### src/rtl/pipeline_stall_ctrl.sv
// pipeline_stall_ctrl: hazard stall/flush control for the 5-stage MIPS pipeline.
// Covers what bypassing cannot resolve: load-use, branch operands needed in ID,
// and mult/div HI/LO occupancy. Stall/flush outputs are combinational.
// Optional macro STALL_PERF_CNT_EN adds saturating stall/flush cycle counters.
module pipeline_stall_ctrl #(
  parameter int MD_LATENCY = 4,
  parameter int CNT_W      = 4
) (
  input  logic       i_CLK,
  input  logic       i_RESET,
  input  logic [4:0] i_RsD,
  input  logic [4:0] i_RtD,
  input  logic       i_UseRtD,
  input  logic       i_BranchD,
  input  logic       i_BranchTakenD,
  input  logic       i_MDOpD,
  input  logic       i_HiLoReadD,
  input  logic       i_MemReadE,
  input  logic       i_RegWriteE,
  input  logic [4:0] i_RdE,
  input  logic       i_MDStartE,
  input  logic       i_MemReadM,
  input  logic [4:0] i_RdM,
  output logic       o_StallF,
  output logic       o_StallD,
  output logic       o_FlushD,
  output logic       o_FlushE,
`ifdef STALL_PERF_CNT_EN
  output logic [31:0] o_StallCycles,
  output logic [31:0] o_FlushCycles,
`endif
  output logic       o_MDBusy
);

  typedef enum logic {IDLE, MD_WAIT} state_t;

  state_t           r_state, w_state_nxt;
  logic [CNT_W-1:0] r_cnt, w_cnt_nxt;

  logic w_hit_e, w_hit_m;
  logic w_load_use, w_branch_e, w_branch_m, w_md_haz;
  logic w_stall, w_flush;

  // Source-operand match against EX and MEM destinations; $0 never matches
  always_comb begin
    w_hit_e = (i_RdE != 5'd0) && ((i_RdE == i_RsD) || (i_UseRtD && (i_RdE == i_RtD)));
    w_hit_m = (i_RdM != 5'd0) && ((i_RdM == i_RsD) || (i_UseRtD && (i_RdM == i_RtD)));
  end

  // Hazard terms and gated stall/flush; reset forces all controls low.
  // A stalled branch compared stale operands, so it must not flush.
  always_comb begin
    w_load_use = i_MemReadE && w_hit_e;
    w_branch_e = i_BranchD && i_RegWriteE && w_hit_e;
    w_branch_m = i_BranchD && i_MemReadM && w_hit_m;
    w_md_haz   = (r_state == MD_WAIT) && (i_MDOpD || i_HiLoReadD);
    w_stall    = !i_RESET && (w_load_use || w_branch_e || w_branch_m || w_md_haz);
    w_flush    = !i_RESET && i_BranchD && i_BranchTakenD &&
                 !(w_load_use || w_branch_e || w_branch_m || w_md_haz);
    o_StallF   = w_stall;
    o_StallD   = w_stall;
    o_FlushE   = w_stall;
    o_FlushD   = w_flush;
  end

  // Mult/div occupancy next-state: load counter on issue, count down to 1, release
  always_comb begin
    w_state_nxt = r_state;
    w_cnt_nxt   = r_cnt;
    case (r_state)
      IDLE: begin
        if (i_MDStartE) begin
          w_state_nxt = MD_WAIT;
          w_cnt_nxt   = CNT_W'(MD_LATENCY - 1);
        end
      end
      MD_WAIT: begin
        if (i_MDStartE) begin
          w_cnt_nxt = CNT_W'(MD_LATENCY - 1);
        end else if (r_cnt == CNT_W'(1)) begin
          w_state_nxt = IDLE;
          w_cnt_nxt   = '0;
        end else begin
          w_cnt_nxt = r_cnt - CNT_W'(1);
        end
      end
      default: begin
        w_state_nxt = IDLE;
        w_cnt_nxt   = '0;
      end
    endcase
  end

  // FSM state and counter registers
  always_ff @(posedge i_CLK) begin
    if (i_RESET) begin
      r_state <= IDLE;
      r_cnt   <= '0;
    end else begin
      r_state <= w_state_nxt;
      r_cnt   <= w_cnt_nxt;
    end
  end

  assign o_MDBusy = (r_state == MD_WAIT);

`ifdef STALL_PERF_CNT_EN
  logic [31:0] r_stall_cycles, r_flush_cycles;

  // Saturating counts of stalled and flushed cycles
  always_ff @(posedge i_CLK) begin
    if (i_RESET) begin
      r_stall_cycles <= '0;
      r_flush_cycles <= '0;
    end else begin
      if (w_stall && (r_stall_cycles != 32'hFFFF_FFFF)) r_stall_cycles <= r_stall_cycles + 32'd1;
      if (w_flush && (r_flush_cycles != 32'hFFFF_FFFF)) r_flush_cycles <= r_flush_cycles + 32'd1;
    end
  end

  assign o_StallCycles = r_stall_cycles;
  assign o_FlushCycles = r_flush_cycles;
`endif

endmodule

### config.mk
export PLATFORM = sky130hd
export DESIGN_NAME = pipeline_stall_ctrl
export DESIGN_NICKNAME = d
export VERILOG_FILES = /design/src/rtl/pipeline_stall_ctrl.sv
export SDC_FILE = /design/constraint.sdc
export NUM_CORES = 1
export LEC_CHECK = 0
export CORE_MARGIN = 3
export CORE_UTILIZATION = 37
export CTS_CLUSTER_DIAMETER = 120
export DETAILED_ROUTE_END_ITERATION = 6
export GPL_TIMING_DRIVEN = 0
export PLACE_DENSITY = 0.81
export SYNTH_ARGS = -nofsm -noshare
export SYNTH_HDL_FRONTEND = slang
export SYNTH_SLANG_ARGS = --single-unit
### constraint.sdc
create_clock -name i_CLK -period 5.65 [get_ports i_CLK]
set_input_delay 1.4125 -clock i_CLK [delete_from_list [all_inputs] [get_ports i_CLK]]
set_output_delay 1.4125 -clock i_CLK [all_outputs]
set_load 0.02 [all_outputs]
After elaboration in Yosys (flattened, before gate mapping)
Index checks and enable logic that the tools add are counted.

cells by class
  add/sub/neg operators = 1
  $mul = 0
  div/mod/pow operators = 0
  $lt $le $gt $ge = 0
  eq/ne operators = 6
  shift operators = 0
  muxes and demuxes = 8
  bitwise gates (word level) = 1
  reductions and logical operators = 24

operator list
  kind                                                                    number
  5-bit equality test                                                     4
  1-bit logical AND                                                       14
  4-bit two-way mux                                                       3
  5-bit nonzero test                                                      2
  4-bit one-hot mux with 2 select lines                                   1
  1-bit logical OR                                                        6
  4-bit by 1-bit equality test with 1-bit output (second input constant)  1
  4-bit by 1-bit subtractor with 4-bit output (second input constant)     1
  1-bit two-way mux                                                       3
  1-bit zero test                                                         2
  2-bit != test (second input constant)                                   1
  1-bit one-hot mux with 2 select lines                                   1
  1-bit NOT                                                               1

word-level totals
  register bits = 5
  bits in latches = 0
  memory bits (writable) = 0
  memory bits (read-only) = 0
  input bits = 31
  output and inout port bits = 5
  logic and storage cells = 42
  memories kept = 0

Depth between registers and ports, before layout
Gate-level depths: netlist (run 1).

  depth in word-level cells = 10
  depth in mapped cells = 6
  depth with buffers taken out = 6

Worst setup path after synthesis (run 1)
Ideal clock, no wire load.

  path type = input to output
  start = input port i_RdE[3]
  end = output port o_StallD
  arrival = 2752 ps
  required time = 4238 ps
  path slack = 1486 ps
  stages = 6
  path buffers = 1
  path through = xor2_1 -> nor4_1 -> and3_1 -> o21ai_0 -> a31oi_1 -> buf_4

between the ends
  word-level cells in the longest chain between the ends = 9
  elaborated cells between the ends (all ways) = 12
  those cells by class = eq/ne (2); reduce/logical (10)

RTL lines
  what                                         line    text
  start, declared                              20      input logic [4:0] i_RdE,
  5-bit equality test                          46      w_hit_e = (i_RdE != 5'd0) && ((i_RdE == i_RsD) || (i_UseRtD && (i_RdE == i_RtD)));
  1-bit logical AND                            46
  1-bit logical OR                             46
  1-bit logical AND *                          46
  1-bit logical AND, on equally long branches  53, 54
  1-bit logical OR * (3 in a row)              57      w_stall = !i_RESET && (w_load_use || w_branch_e || w_branch_m || w_md_haz);
  1-bit logical AND *                          57
  end, declared                                25      output logic o_StallD,

Mark *: on every way between the ends. The rest lies on a longest branch, timed or not.

Worst setup path in the final report (run 1)
  start = input port i_RdE[3]
  end = output port o_StallF

between the ends
  word-level cells in the longest chain between the ends = 9
  elaborated cells between the ends (all ways) = 12
  those cells by class = eq/ne (2); reduce/logical (10)

RTL lines
  what                                         line    text
  5-bit equality test                          46
  1-bit logical AND                            46
  1-bit logical OR                             46
  1-bit logical AND *                          46
  1-bit logical AND, on equally long branches  53, 54
  1-bit logical OR * (3 in a row)              57
  1-bit logical AND *                          57
  end, declared                                24      output logic o_StallF,

Marks and branches as above.

==> impl_metrics.toml, run 1 <==
[floorplan]
die_h_um = 44.5
start_util_pct = 40.6
rows = 13
coreArea_sq_um = 1350
die_area_sq_um = 1980
ios = 36
die_x_um = 44.5

[run_status]
status = "finished with violations"
violations = "DRC"

[routing]
vias_per_cell = 4.98
drt_first_pass_iters = 7
drt_wl_total_um = 1530
drc = 2
routedWlPerCell_um = 12.1
drtIter0Drc = 12
vias = 628
ant_nets = 0

[final_layout]
drive_above_1_share_pct = 6.31
final_common_cell = "clkdlybuf4s50_1"
multi_input_area_sq_um = 422
area_growth_pct = 72.1
postLayoutCoreUtil_pct = 69.9
final_cell_mix = "clkdlybuf4s50_1, xnor2_1, nor2_1"
register_area_sq_um = 100
nets = 145
fillCellCount = 107
final_cell_area_sq_um = 943
num_antenna_cells = 0

[clocking]
clock-sinks = 5
hold_buffers = 0
cts_setup_buffers = 0
insertion_delay_ps = 240
max-clock-path-buffers = 2
numCtsBuffers = 3
cts_tree = "done"
cts_resized = 0
clock-root-buffer = "clkbuf_4"
htree_num_levels = 1
clk_pin_slew_worst_paths_ps = 50

[critical_path]
rr_startpoint = "r_cnt[1]$_SDFFE_PP0P_"
critPathSlowestCell = "clkdlybuf4s50_1"
critPathMostFrequentCell = "clkdlybuf4s50_1"
crit_arrival_ps = 3690
cp-start-kind = "input port"
path_delay_family = "buffers and inverters"
critPathMaxFanout = 3
rrSetupSlack_ps = 4480
cp_num_buf_inv = 3
crit_start = "i_RdE[3]"
worst_ep_required_time_ps = 4240
crit_path_max_incr_delay_ps = 590
worstSetupEndpointType = "output port"
cp_cell_sequence = "clkdlybuf4s50_1 -> xor2_1 -> nor4_1 -> and3_1 -> o21ai_0 -> a31oi_1 -> buf_4 -> clkdlybuf4s50_1"
path_class = "input port to output port"

[sta]
maxSlewHeadroom_pct = 80.0
setup_viol = 0
fin_crit_sh_pct = 90.3
clock.fmax_ghz = 0.196
tightest_slew_ps = 300
rsz0062_at_grt = "false"
hold_viol = 0
drv_slew = 0
fin_setup_tns_ps = 0
fin_skew_ps = 6.28
finalCriticalPeriod_ps = 5100

[hold_path]
hold_path.class = "flop to flop"
hold_start = "r_cnt[3]$_SDFFE_PP0P_"

[yosys]
synth_nets = 105
syn_inst = 72
yosys.area.top_type = "xnor2_1"
yosysSeqAreaShare_pct = 18.3
syn_avg_cell_area_sq_um = 7.61
ys_seq_elements = 5
ys_warn_count = 0
ys_types = 23
synth.top_cell.area_share_pct = 22.4
synth.area.top_cells = "xnor2_1, dfxtp_1, xor2_1"
synth_area_sq_um = 548

[global_route]
grt_max_degree = 8
track_usage_pct = 15.8
antenna_found_initial = 0
grt-ovfl-total = 0
grt_pass1_wl_um = 2390
grt_pass1_vias = 555

[placement]
io_buffers = 35
placed_cell_area_sq_um = 917
gp_congestion = 0.821

[power_and_ir_drop]
combinationalPowerShare_pct = 44.7
internal-power_w = 0.000102
swShare_pct = 29.4
p_clk_share_pct = 28.3
p_seq_share_pct = 27.1
ir_drop_mv = 0.122
power.switching_w = 0.0000427
leakagePower_nw = 0.356
power.density_nw_per_um2 = 154
total_power_w = 0.000145

[job]
maxCapViolations = 0
==> worst reg2reg max path, stage by stage (launching register included) <==
cell and delay, ps:
dfxtp_1 340, inv_1 60, ha_1 190, nor2b_1 140, nor3_1 160, a21oi_1 70, nor3_1 130
==> sequential cells by signal (all words and copies together) (netlist names) <==
signal    cells
o_MDBusy      1
r_cnt         4
==> synthesized netlist by cell type <==
library cell / count
nand2b_1: 1
clkbuf_1: 1
inv_1: 2
ha_1: 2
and4b_1: 1
or4_4: 1
xor2_1: 7
nor2b_1: 1
nor3_1: 6
and3_1: 2
nor2_1: 8
nand4_1: 1
dfxtp_1: 5
xnor2_1: 14
buf_4: 2
a21oi_1: 6
o21ai_0: 2
o2111ai_2: 1
nand3_1: 3
nand2_1: 3
nor4_1: 1
a31oi_1: 1
o22ai_1: 1
==> logic make-up after synthesis <==
| logic type | share of synthesized area [%] |
|---|---|
| simple gates | 26.5 |
| xor+xnor | 33.6 |
| compound gates | 12.3 |
| buf+inv | 4.79 |
| flops | 18.3 |
| fa+ha+maj | 4.57 |
==> layout make-up <==
class / count / area share [%]
buffer: 3 / 1.99
clock buffer: 4 / 2.79
inverter: 2 / 0.796
multi-input combinational: 62 / 44.7
sequential: 5 / 10.6
tap: 15 / 1.99
timing repair buffer: 35 / 37.1
==> per-stage QoR <==
step | setup slack, ps | hold WS (ps) | instances
after floorplan | 1490 | 502 | 72
after global placement | 567 | 530 | 122
after detailed placement | 577 | 525 | 122
after CTS | 577 | 536 | 126
after global routing | 428 | 585 | 126
final | 550 | 530 | 126
==> power groups by stage <==
stage / Combinational, W / Sequential, W / Clock (W)
floorplan: 0.0000283 / 0.0000404 / 0
global placement: 0.0000636 / 0.0000399 / 0
detailed placement: 0.0000644 / 0.0000401 / 0
CTS: 0.0000650 / 0.0000394 / 0.0000416
global route: 0.0000713 / 0.0000397 / 0.0000436
finish: 0.0000648 / 0.0000393 / 0.0000410
==> final timing paths <==
kind                                end  cells after the start
hold / removal    r_cnt[3]$_SDFFE_PP0P_                      2
hold reg to reg   r_cnt[3]$_SDFFE_PP0P_                      2
setup / recovery               o_StallF                      8
setup reg to reg  r_cnt[2]$_SDFFE_PP0P_                      6
==> routing by layer <==
metal,part of all wire [%],track usage [%]
met5,0,0
met4,0,1.81
met3,7.9,1.63
met2,48,27.2
met1,44,21.5
Power figures use the tool's default switching activity.
==> run 2, diff against run 1 <==
Settings changed: GPL_ROUTABILITY_DRIVEN from default to 0.
==> results of run 2 <==
No change in the layout: final DEF, timing and power equal those of run 1.
==> run 3, diff against run 2 <==
Settings changed: PLACE_DENSITY 0.81 to 0.82.
==> impl_metrics.toml, run 3 (synthesis results as in run 1) <==
[routing]
drt_wl_total_um = 1680
ant_nets = 0
routedWlPerCell_um = 13.3
drtIter0Drc = 15
vias = 656
wl_met2_um = 838
vias_per_cell = 5.21
highest_layer = "met4"
drc = 0
route.met3.wl_um = 131
drt_first_pass_iters = 4
wl_met1_um = 698

[power_and_ir_drop]
p_clk_share_pct = 28.4
p_seq_share_pct = 27.0
internal-power_w = 0.000102
combinationalPowerShare_pct = 44.6
power.density_nw_per_um2 = 155
swShare_pct = 29.9
total_power_w = 0.000146
leakagePower_nw = 0.356
ir_drop_mv = 0.104
power.switching_w = 0.0000436

[run_status]
status = "finished, final reports clean"

[floorplan]
start_util_pct = 40.6
die_x_um = 44.5
rows = 13
coreArea_sq_um = 1350
die_area_sq_um = 1980
ios = 36
die_h_um = 44.5

[global_route]
grt_pass1_vias = 613
antenna_found_initial = 0
track_usage_pct = 18.4
grt-ovfl-total = 0
grt_pass1_wl_um = 2710
grt_max_degree = 8

[job]
maxCapViolations = 0

[critical_path]
crit_start = "i_RdE[0]"
reg2reg_to = "r_cnt[2]$_SDFFE_PP0P_"
cp-start-kind = "input port"
critPathSlowestCell = "clkdlybuf4s50_1"
worst_ep_required_time_ps = 4240
path_delay_family = "buffers and inverters"
crit_arrival_ps = 3660
crit_path_end = "o_StallD"
worst-r2r-cell-count = 6
worstSetupEndpointType = "output port"
crit_path_max_incr_delay_ps = 590
rrSetupSlack_ps = 4480
cp_num_cells = 8
rr_startpoint = "r_cnt[1]$_SDFFE_PP0P_"
critPathMostFrequentCell = "clkdlybuf4s50_1"
critPathMaxFanout = 3
cp_num_buf_inv = 3
path_class = "input port to output port"
cp_cell_sequence = "clkdlybuf4s50_1 -> xor2_1 -> nor4_1 -> and3_1 -> o21ai_0 -> a31oi_1 -> buf_4 -> clkdlybuf4s50_1"

[clocking]
numCtsBuffers = 3
hold_buffers = 0
clock-sinks = 5
clock-root-buffer = "clkbuf_4"
cts_setup_buffers = 0
htree_num_levels = 1
cts_tree = "done"
clk_pin_slew_worst_paths_ps = 50
insertion_delay_ps = 240
max-clock-path-buffers = 2
cts_resized = 0

[final_layout]
register_area_sq_um = 100
regMostFlops = "r_cnt"
drive_above_1_share_pct = 6.31
nets = 145
num_antenna_cells = 0
final_cell_area_sq_um = 943
area_growth_pct = 72.1
largest_reg_flops = 4
final_common_cell = "clkdlybuf4s50_1"
fillCellCount = 117
multi_input_area_sq_um = 422
final_cell_mix = "clkdlybuf4s50_1, xnor2_1, nor2_1"

[sta]
fin_skew_ps = 6.26
maxSlewHeadroom_pct = 79.7
fin_crit_sh_pct = 89.8
hold_viol = 0
finalCriticalPeriod_ps = 5080
tightest_slew_ps = 305
rsz0062_at_grt = "false"
fin_setup_tns_ps = 0
setup_viol = 0
clock.fmax_ghz = 0.197
drv_slew = 0

[placement]
placed_cell_area_sq_um = 917
place_hpwl_um = 1470
io_buffers = 35

[hold_path]
hold_path.class = "flop to flop"
-- run 3: power by group through the flow --
stage           Clock, W  Sequential (W)  Combinational, W
4_1_cts        0.0000437       0.0000394         0.0000655
5_1_grt        0.0000468       0.0000397         0.0000717
3_5_place_dp           0       0.0000401         0.0000651
2_1_floorplan          0       0.0000404         0.0000283
3_3_place_gp           0       0.0000398         0.0000636
6_report       0.0000415       0.0000394         0.0000652
-- run 3: metal layers --
metal	global-route usage [%]	up-vias
met5	0	-
met4	5.42	0
met3	2.85	2
met2	31.8	29
met1	23.2	298
li1	-	327
-- run 3: layout make-up --
cell class	instances	area share (%)
Buffer	3	1.99
Tap cell	15	1.99
Clock buffer	4	2.79
Sequential cell	5	10.6
Timing Repair Buffer	35	37.1
Inverter	2	0.796
Multi-Input combinational cell	62	44.7
-- run 3: per-stage QoR --
step / util (%) / hold slack, ps / worst slack, ps / cells
3_5_place_dp: 67.9 / 531 / 570 / 122
3_3_place_gp: 67.9 / 524 / 575 / 122
4_1_cts: 69.9 / 542 / 574 / 126
6_report: 69.9 / 546 / 574 / 126
2_1_floorplan: - / 502 / 1490 / 72
5_1_grt: 69.9 / 560 / 439 / 126
-- run 3: how the worst min path moves through the flow --
| stage | depth (start not counted) | endpoint | startpoint |
|---|---|---|---|
| 5_1_grt | 2 | r_cnt[3]$_SDFFE_PP0P_ | r_cnt[3]$_SDFFE_PP0P_ |
| 3_5_place_dp | 2 | r_cnt[3]$_SDFFE_PP0P_ | r_cnt[3]$_SDFFE_PP0P_ |
| 3_3_place_gp | 2 | r_cnt[3]$_SDFFE_PP0P_ | r_cnt[3]$_SDFFE_PP0P_ |
| 2_1_floorplan | 2 | r_cnt[3]$_SDFFE_PP0P_ | r_cnt[3]$_SDFFE_PP0P_ |
| 6_report | 2 | r_cnt[3]$_SDFFE_PP0P_ | r_cnt[3]$_SDFFE_PP0P_ |
| 4_1_cts | 2 | r_cnt[3]$_SDFFE_PP0P_ | r_cnt[3]$_SDFFE_PP0P_ |
-- run 3: worst reg2reg max path, stage by stage (launching register included) --
cell	delay, ps
dfxtp_1	340
inv_1	60
ha_1	190
nor2b_1	150
nor3_1	180
a21oi_1	60
nor3_1	120
